[src/rtl/mac_column_sequencer_if.sv]
// +----------------------------------------------------------------------------+
// | mac_column_sequencer_if                                                    |
// | Column-descriptor stream, MAC control bus and result port of the sequencer.|
// | Revision: 1.0                                                              |
// +----------------------------------------------------------------------------+
`default_nettype none

interface mac_column_sequencer_if #(
    parameter int DATA_WIDTH    = 8,
    parameter int CTRL_WIDTH    = 44,
    parameter int COL_IDX_WIDTH = 3
);
    logic                       col_valid;
    logic                       col_ready;
    logic [CTRL_WIDTH-1:0]      col_desc;

    logic                       mac_en;
    logic                       mac_load_accum;
    logic [CTRL_WIDTH-1:0]      mac_ctrl;
    logic [COL_IDX_WIDTH-1:0]   mac_column_idx;
    logic                       mac_is_msb;
    logic                       mac_is_pooling;
    logic [2*DATA_WIDTH-1:0]    mac_result;

    logic                       res_valid;
    logic                       res_ready;
    logic [2*DATA_WIDTH-1:0]    res_data;

    // Sequencer side
    modport slave (
        input  col_valid, col_desc, mac_result, res_ready,
        output col_ready, mac_en, mac_load_accum, mac_ctrl, mac_column_idx,
               mac_is_msb, mac_is_pooling, res_valid, res_data
    );

    // Descriptor source / MAC / result consumer side
    modport master (
        output col_valid, col_desc, mac_result, res_ready,
        input  col_ready, mac_en, mac_load_accum, mac_ctrl, mac_column_idx,
               mac_is_msb, mac_is_pooling, res_valid, res_data
    );
endinterface

`default_nettype wire

[src/rtl/mac_column_sequencer.sv]
// +----------------------------------------------------------------------------+
// | mac_column_sequencer                                                       |
// | Streams per-column descriptors into the bit-column MAC and captures result.|
// | Revision: 1.0                                                              |
// +----------------------------------------------------------------------------+
`default_nettype none

module mac_column_sequencer #(
    parameter int DATA_WIDTH    = 8,
    parameter int MAX_COLS      = 8,
    parameter int COL_IDX_WIDTH = 3,
    parameter int CTRL_WIDTH    = 44
) (
    input  wire logic                clk,
    input  wire logic                reset,
    input  wire logic                start,
    input  wire logic [3:0]          num_cols,
    input  wire logic                is_pooling_in,
    output logic                     busy,
    mac_column_sequencer_if.slave    bus
);
    localparam logic [2:0] S_IDLE    = 3'd0;
    localparam logic [2:0] S_RUN     = 3'd1;
    localparam logic [2:0] S_DRAIN   = 3'd2;
    localparam logic [2:0] S_CAPTURE = 3'd3;
    localparam logic [2:0] S_DONE    = 3'd4;

    logic [2:0]                 r_state;
    logic [COL_IDX_WIDTH-1:0]   r_col_cnt;
    logic [COL_IDX_WIDTH-1:0]   r_msb_idx;
    logic [1:0]                 r_en_cnt;
    logic                       r_pool;
    logic [2*DATA_WIDTH-1:0]    r_res_data;

    logic                       w_xfer;
    logic                       w_mac_en;
    logic [COL_IDX_WIDTH-1:0]   w_eff_last;

    // Out-of-range column counts fall back to a full tile
    assign w_eff_last = (num_cols == 4'd0 || num_cols > 4'(MAX_COLS))
                      ? COL_IDX_WIDTH'(MAX_COLS - 1)
                      : COL_IDX_WIDTH'(num_cols - 4'd1);

    assign w_xfer   = (r_state == S_RUN) && bus.col_valid;
    assign w_mac_en = w_xfer || (r_state == S_DRAIN);

    assign bus.col_ready      = (r_state == S_RUN);
    assign bus.mac_en         = w_mac_en;
    assign bus.mac_ctrl       = w_xfer ? bus.col_desc : '0;
    assign bus.mac_column_idx = w_xfer ? r_col_cnt : '0;
    assign bus.mac_is_msb     = w_xfer && (r_col_cnt == r_msb_idx);
    // The first enable adds a stale psum; the second one reloads the accumulator
    assign bus.mac_load_accum = w_mac_en && (r_en_cnt == 2'd1);
    assign bus.mac_is_pooling = (r_state != S_IDLE) && r_pool;
    assign bus.res_valid      = (r_state == S_DONE);
    assign bus.res_data       = r_res_data;
    assign busy               = (r_state != S_IDLE);

    always_ff @(posedge clk) begin
        if (reset) begin
            r_state    <= S_IDLE;
            r_col_cnt  <= '0;
            r_msb_idx  <= '0;
            r_en_cnt   <= 2'd0;
            r_pool     <= 1'b0;
            r_res_data <= '0;
        end else begin
            if (w_mac_en && r_en_cnt != 2'd2) begin
                r_en_cnt <= r_en_cnt + 2'd1;
            end
            case (r_state)
                S_IDLE: begin
                    if (start) begin
                        r_msb_idx <= w_eff_last;
                        r_col_cnt <= w_eff_last;
                        r_en_cnt  <= 2'd0;
                        r_pool    <= is_pooling_in;
                        r_state   <= S_RUN;
                    end
                end
                S_RUN: begin
                    if (w_xfer) begin
                        r_col_cnt <= r_col_cnt - 1'b1;
                        if (r_col_cnt == '0) begin
                            r_state <= S_DRAIN;
                        end
                    end
                end
                S_DRAIN: begin
                    r_state <= S_CAPTURE;
                end
                S_CAPTURE: begin
                    r_res_data <= bus.mac_result;
                    r_state    <= S_DONE;
                end
                S_DONE: begin
                    if (bus.res_ready) begin
                        r_state <= S_IDLE;
                    end
                end
                default: begin
                    r_state <= S_IDLE;
                end
            endcase
        end
    end
endmodule

`default_nettype wire

[src/flat_wrapper.sv]
// flat-port wrapper written by rule: the top's interface ports become plain ports
module mac_column_sequencer_flat 
#(
    parameter int DATA_WIDTH    = 8,
    parameter int MAX_COLS      = 8,
    parameter int COL_IDX_WIDTH = 3,
    parameter int CTRL_WIDTH    = 44
)
  (clk, reset, start, num_cols, is_pooling_in, busy, bus_col_valid, bus_col_desc, bus_mac_result, bus_res_ready, bus_col_ready, bus_mac_en, bus_mac_load_accum, bus_mac_ctrl, bus_mac_column_idx, bus_mac_is_msb, bus_mac_is_pooling, bus_res_valid, bus_res_data);
  mac_column_sequencer_if #(.DATA_WIDTH(DATA_WIDTH), .CTRL_WIDTH(CTRL_WIDTH), .COL_IDX_WIDTH(COL_IDX_WIDTH)) bus_i ();
  input  wire logic clk;
  input  wire logic reset;
  input  wire logic start;
  input  wire logic [3:0] num_cols;
  input  wire logic is_pooling_in;
  output logic busy;
  input wire logic [$bits(bus_i.col_valid)-1:0] bus_col_valid;
  input wire logic [$bits(bus_i.col_desc)-1:0] bus_col_desc;
  input wire logic [$bits(bus_i.mac_result)-1:0] bus_mac_result;
  input wire logic [$bits(bus_i.res_ready)-1:0] bus_res_ready;
  output wire logic [$bits(bus_i.col_ready)-1:0] bus_col_ready;
  output wire logic [$bits(bus_i.mac_en)-1:0] bus_mac_en;
  output wire logic [$bits(bus_i.mac_load_accum)-1:0] bus_mac_load_accum;
  output wire logic [$bits(bus_i.mac_ctrl)-1:0] bus_mac_ctrl;
  output wire logic [$bits(bus_i.mac_column_idx)-1:0] bus_mac_column_idx;
  output wire logic [$bits(bus_i.mac_is_msb)-1:0] bus_mac_is_msb;
  output wire logic [$bits(bus_i.mac_is_pooling)-1:0] bus_mac_is_pooling;
  output wire logic [$bits(bus_i.res_valid)-1:0] bus_res_valid;
  output wire logic [$bits(bus_i.res_data)-1:0] bus_res_data;
  assign bus_i.col_valid = bus_col_valid;
  assign bus_i.col_desc = bus_col_desc;
  assign bus_i.mac_result = bus_mac_result;
  assign bus_i.res_ready = bus_res_ready;
  assign bus_col_ready = bus_i.col_ready;
  assign bus_mac_en = bus_i.mac_en;
  assign bus_mac_load_accum = bus_i.mac_load_accum;
  assign bus_mac_ctrl = bus_i.mac_ctrl;
  assign bus_mac_column_idx = bus_i.mac_column_idx;
  assign bus_mac_is_msb = bus_i.mac_is_msb;
  assign bus_mac_is_pooling = bus_i.mac_is_pooling;
  assign bus_res_valid = bus_i.res_valid;
  assign bus_res_data = bus_i.res_data;
  mac_column_sequencer #(.DATA_WIDTH(DATA_WIDTH), .MAX_COLS(MAX_COLS), .COL_IDX_WIDTH(COL_IDX_WIDTH), .CTRL_WIDTH(CTRL_WIDTH)) u_core (.clk(clk), .reset(reset), .start(start), .num_cols(num_cols), .is_pooling_in(is_pooling_in), .busy(busy), .bus(bus_i));
endmodule
[config.mk]
export PLATFORM = sky130hd
export DESIGN_NAME = mac_column_sequencer_flat
export DESIGN_NICKNAME = d
export VERILOG_FILES = /design/src/rtl/mac_column_sequencer_if.sv /design/src/rtl/mac_column_sequencer.sv /design/src/flat_wrapper.sv
export SDC_FILE = /design/constraint.sdc
export NUM_CORES = 1
export LEC_CHECK = 0
export ABC_AREA = 0
export BUFFER_PORTS_ARGS = -buffer_cell sky130_fd_sc_hd__buf_2
export CORE_MARGIN = 3
export CORE_UTILIZATION = 38
export CTS_CLUSTER_DIAMETER = 200
export DETAILED_ROUTE_END_ITERATION = 8
export GPL_ROUTABILITY_DRIVEN = 1
export PLACE_DENSITY = 0.82
export SLEW_MARGIN = 20
export SYNTH_ARGS = -nofsm -noshare
export SYNTH_HDL_FRONTEND = slang
export SYNTH_SLANG_ARGS = --single-unit
export TNS_END_PERCENT = 100
[constraint.sdc]
create_clock -name clk -period 2.1 [get_ports clk]
set_input_delay 0.525 -clock clk [delete_from_list [all_inputs] [get_ports clk]]
set_output_delay 0.525 -clock clk [all_outputs]
set_load 0.1 [all_outputs]
# ---- Word-level counts from Yosys, hierarchy flattened
# Index checks and enable logic that the tools add are counted.
dict set report totals {
  reg_bits 28
  in_bits 70
  out_inout_bits 70
  wordCells 50
}
dict set report op_classes {
  add_sub_neg 3
  order_cmp 1
  n_eq_ne 11
  n_mux 14
  reduce_logical 15
}
# op count
set ops {}
lappend ops {{44-bit two-way mux} 1}
lappend ops {{3-bit two-way mux} 8}
lappend ops {{3-bit case mux with 5 select lines} 1}
lappend ops {{3-bit by 2-bit == test with 1-bit output (second input constant)} 2}
lappend ops {{3-bit logical NOT} 2}
lappend ops {{2-bit two-way mux} 3}
lappend ops {{2-bit inequality test (second input constant)} 3}
lappend ops {{3-bit case mux with 2 select lines} 1}
lappend ops {{3-bit by 1-bit subtractor with 3-bit output (second input constant)} 2}
lappend ops {{1-bit logical AND} 5}
lappend ops {{4-bit > comparator (second input constant)} 1}
lappend ops {{4-bit logical NOT} 1}
lappend ops {{2-bit by 1-bit inequality test with 1-bit output (second input constant)} 2}
lappend ops {{4-bit AND reduction} 1}
lappend ops {{3-bit by 1-bit == test with 1-bit output (second input constant)} 1}
lappend ops {{3-bit == test} 1}
lappend ops {{3-bit == test (second input constant)} 1}
lappend ops {{3-bit AND reduction} 1}
lappend ops {{3-bit nonzero test} 1}
lappend ops {{2-bit by 1-bit adder with 2-bit output (second input constant)} 1}
lappend ops {{2-bit by 1-bit == test with 1-bit output (second input constant)} 1}
lappend ops {{1-bit logical OR} 2}
lappend ops {{2-bit AND reduction} 1}
lappend ops {{2-bit nonzero test} 1}

# ---- Logic depth before layout (Yosys ltp)
dict set report depth {
  depth_word 7
  mapped_depth 6
  ltp_nobuf 6
}

# ---- Worst setup path before layout
# OpenSTA, ideal clock, no wires.
dict set report synth_timing {
  kind {flip-flop to output port}
  startpoint {register u_core.r_state[1]}
  endpoint {output bus_mac_is_msb}
  arrival_time_ns 3.733
  required_time_ns 1.575
  path_slack_ns -2.158
  path_stages_with_launch 5
  n_path_buf 2
  path_cell_list {dfxtp_1 -> buf_4 -> nand4bb_1 -> clkbuf_1 -> nor4_1}
}
dict set report synth_via {
  elab_chain_cells 3
}
# element line_no
set synth_lines {}
lappend synth_lines {{start, declared} mac_column_sequencer.sv:28} ;# logic [2:0] r_state;
lappend synth_lines {{start signal, assigned} mac_column_sequencer.sv:61} ;# r_state <= S_IDLE;
lappend synth_lines {{start signal, assigned} mac_column_sequencer.sv:78} ;# r_state <= S_RUN;
lappend synth_lines {{start signal, assigned} mac_column_sequencer.sv:85} ;# r_state <= S_DRAIN;
lappend synth_lines {{3-bit by 1-bit == test with 1-bit output} mac_column_sequencer.sv:44} ;# assign w_xfer = (r_state == S_RUN) && bus.col_valid;
lappend synth_lines {{1-bit logical AND} mac_column_sequencer.sv:44}
lappend synth_lines {{1-bit logical AND} mac_column_sequencer.sv:51} ;# assign bus.mac_is_msb = w_xfer && (r_col_cnt == r_msb_idx);
lappend synth_lines {{end, declared} flat_wrapper.sv:26} ;# output wire logic [$bits(bus_i.mac_is_msb)-1:0] bus_mac_is_msb;
# Every way passes these cells.

# ---- Worst setup path after layout
dict set report layout_timing {
  startpoint {register u_core.r_state[1]}
  endpoint {output bus_mac_ctrl[41]}
}
dict set report layout_via {
  elab_chain_cells 3
}
# element line_no
set layout_lines {}
lappend layout_lines {{3-bit by 1-bit == test with 1-bit output} mac_column_sequencer.sv:44}
lappend layout_lines {{1-bit logical AND} mac_column_sequencer.sv:44}
lappend layout_lines {{44-bit two-way mux} mac_column_sequencer.sv:49} ;# assign bus.mac_ctrl = w_xfer ? bus.col_desc : '0;
lappend layout_lines {{end, declared} flat_wrapper.sv:24} ;# output wire logic [$bits(bus_i.mac_ctrl)-1:0] bus_mac_ctrl;
# Every way passes these cells.

==> impl_metrics.csv <==
group,metric,value,unit
worst_setup_path,end_kind,"output port",
place,postPlaceCellArea,0.00334,mm^2
detailed_routing,drtIter0Drc,140,
sta,max_freq,0.472,GHz
yosys,yosys_warnings,0,
place,dp_cells,389,
cts,cts_inserted_buffers,3,
yosys,synth-edff-count,0,
sta,rsz0062_at_grt,"yes",
grt,gr-usage-met2,43.3,%
worst_setup_path,startpoint_type,"flop",
worst_hold_path,whs_endpoint,"u_core.bus.res_data[4]",
grt,grt_pass1_wl,9580,um
sta,relSlewSlack,58.3,%
layout,finish.utilization,87.3,%
cts,worstSkewPairLatency,270,ps
worst_hold_path,hold_depth,2,
floorplan,coreArea,0.00406,mm^2
worst_hold_path,hold_start,"u_core.bus.res_data[4]",
worst_setup_path,rr_endpoint,"u_core.r_msb_idx[0]",
yosys,syn_inst,214,
detailed_routing,dr.pass1.iters,4,
place,gp_congestion,0.835,
grt,gr-max-usage-layer,"met2",
layout,n_antenna_cell,0,
yosys,synth_compound_area_share,12.0,%
detailed_routing,vias_per_cell,5.29,
worst_setup_path,ff2ff_setup_slack,360,ps
yosys,synth_mux_area_share,1.23,%
floorplan,top_level_ports,140,
cts,cts_root_buf,"clkbuf_8",
grt,grt_pass1_vias,2084,
status,status,"finished with violations",
yosys,synthAdderAreaFrac,3.84,%
worst_setup_path,critical_path.max_fanout,7,
sta,period_minus_slack,2120,ps
layout,final_cell_area,0.00354,mm^2
yosys,synth_top_family_by_area,"simple AND/OR/NAND/NOR gates",
status,violations,"setup timing",
yosys,ys_ff_latch,28,
worst_setup_path,reg2reg_depth,5,
cts,cts_tree,"done",
yosys,synth_xor_area_share,3.76,%
flow_run,maxCapViolCount,0,
layout,layout-drive-gt1-share,62.4,%
layout,fin_cells,401,
yosys,ys_seq_area_share,34.4,%
worst_setup_path,r2r_start,"u_core.r_state[2]",
yosys,synthArstFlopShare,0,%
place,dp_hpwl,5030,um
floorplan,initial_core_util,40.2,%
worst_setup_path,cp_cell_sequence,"nor3b_4 -> buf_6 -> clkbuf_16 -> and3_4 -> buf_12",
sta,max_slew.worst_pin.slew,624,ps
place,place.port_buffers,139,
sta,fin_skew,2.40,ps
floorplan,dieWidth,71.5,um
floorplan,rows,23,
worst_setup_path,crit_path_max_incr_delay,390,ps
yosys,yosys.area_share.simple,37.3,%
grt,global_route.usage.met3,6.31,%
grt,antenna_found_initial,0,
detailed_routing,wl_per_cell,18.2,um
detailed_routing,vias,2123,
layout,layout.nets,427,
cts,clkTransAtPathRegs,90,ps
layout,area_growth,117,%
sta,period_share,101,%
worst_hold_path,holdCritPathClass,"reg -> reg",
cts,clockBufferDepth,2,
floorplan,die_area,0.00511,mm^2
yosys,synth_area,0.00163,mm^2
sta,setup-violations-final,17,
grt,grt_max_degree,30,
sta,fin_ws,-18.5,ps
yosys,synth.avg_cell_area,7.62,um^2
yosys,synth_cell_type_count,35,
floorplan,chipHeight,71.5,um
power,total_power,2.03,mW
worst_setup_path,path_class,"reg -> out",
grt,grt-ovfl-total,0,
sta,drv_slew,0,
grt,grt_util_met1,25.5,%
detailed_routing,ant_nets,0,
power,ir_drop,0.336,mV
worst_setup_path,arrival,1590,ps
yosys,synth-main-ff-cell,"dfxtp_1",
detailed_routing,drc_errors,0,
grt,grt_use_total,23.6,%
power,p_per_area,573,mW/mm^2
sta,hold_slack,457,ps
sta,hold_violations,0,
cts,clock-sinks,28,
worst_setup_path,cp_slowest_cell,"dfxtp_4",
cts,cts_max_level,1,
yosys,syn_nets,289,
power,power.leakage,1.60,nW
detailed_routing,totalWireLength,7310,um
worst_setup_path,required,1570,ps
## per-stage QoR
stage	TNS (ps)	worst slack, ps
after floorplan	-577	-247
after CTS	0	3.86
after detailed placement	0	160
after global routing	-1320	-49.3
after global placement	0	174
final	-156	-18.5
## cell families (layout without fill, tap and decap cells)
group           count (synthesis)  count (layout)
xor+xnor                        7               7
flops                          28              28
mux                             2               2
buf+inv                        29             166
fa+ha+maj                       5               5
simple gates                  112             112
compound gates                 31              31
## routing by layer
| metal | vias up | part of all wire, % |
|---|---|---|
| met5 | - | 0 |
| met4 | 0 | 3.2 |
| met3 | 28 | 9.9 |
| met2 | 126 | 55 |
| met1 | 972 | 32 |
| li1 | 997 | - |
## worst max path at each step
stage / slack [ps] / startpoint / endpoint
after CTS: 4 / u_core.r_state[1] / bus_mac_ctrl[26]
after floorplan: -250 / u_core.r_state[1] / bus_mac_is_msb
after global routing: -50 / u_core.r_state[1] / bus_mac_ctrl[20]
after detailed placement: 160 / bus_col_valid / bus_mac_is_msb
final: -20 / u_core.r_state[1] / bus_mac_ctrl[41]
after global placement: 170 / bus_col_valid / bus_mac_is_msb
## flip-flops by register name, indices dropped and copies added, names as in the netlist
signal               flops
u_core.r_msb_idx         3
u_core.r_en_cnt          2
u_core.bus.res_data     16
u_core.r_pool            1
u_core.r_state           3
u_core.r_col_cnt         3
## report_power, final
part           total, mW  internal (mW)  leakage [nW]  switching (mW)
Clock              0.338          0.168        0.0288           0.170
Combinational       1.11          0.420          1.34           0.687
Sequential         0.585          0.557         0.230          0.0274
Total               2.03           1.15          1.60           0.884
## layout make-up
type	count	area, um^2
Inverter	8	30.0
Tap cell	50	62.6
Multi-Input combinational cell	157	1170
Sequential cell	28	569
Timing Repair Buffer	154	1650
Fill cell	187	517
Clock buffer	4	55.1
## layout by cell type (no fill, tap or decap), drive strengths merged, types with 2 or more instances in the layout
cell type / n
a211o: 2
a211oi: 2
a21oi: 22
and2: 2
and3: 44
buf: 152
clkbuf: 6
dfxtp: 28
ha: 5
inv: 8
mux2i: 2
nand2: 35
nand2b: 3
nand3b: 2
nor2: 10
nor2b: 3
nor3: 4
nor3b: 3
o21ai: 2
xnor2: 2
xor2: 5
## cells in the mapped netlist (2+ instances only)
master / number / share of area (%)
a211o_1: 2 / 1.1
a211oi_1: 2 / 0.92
a21oi_1: 21 / 6.4
and2_1: 2 / 0.77
and3_1: 44 / 17
buf_2: 4 / 1.2
buf_4: 2 / 0.92
clkbuf_1: 15 / 3.5
dfxtp_1: 28 / 34
ha_1: 5 / 3.8
inv_1: 8 / 1.8
mux2i_1: 2 / 1.2
nand2_1: 35 / 8.1
nand2b_1: 3 / 1.2
nand3b_1: 2 / 0.92
nor2_1: 9 / 2.1
nor2b_1: 3 / 1.2
nor3_1: 4 / 1.2
nor3b_1: 2 / 0.92
xnor2_1: 2 / 1.1
xor2_1: 5 / 2.7
## repair_timing
item                                    CTS  global route
hold buffers                              0             0
endpoints found under the setup margin   46            45
gates resized for setup                   5             6
setup buffers                             1             3
pin swaps                                 1             6
gates cloned                              1             3
## critical path, delay by kind of cell (launching register included)
kind,cells,cell delay [ps]
buf+inv,3,520
simple gates,2,400
flops,1,390
Power figures use the tool's default switching activity.
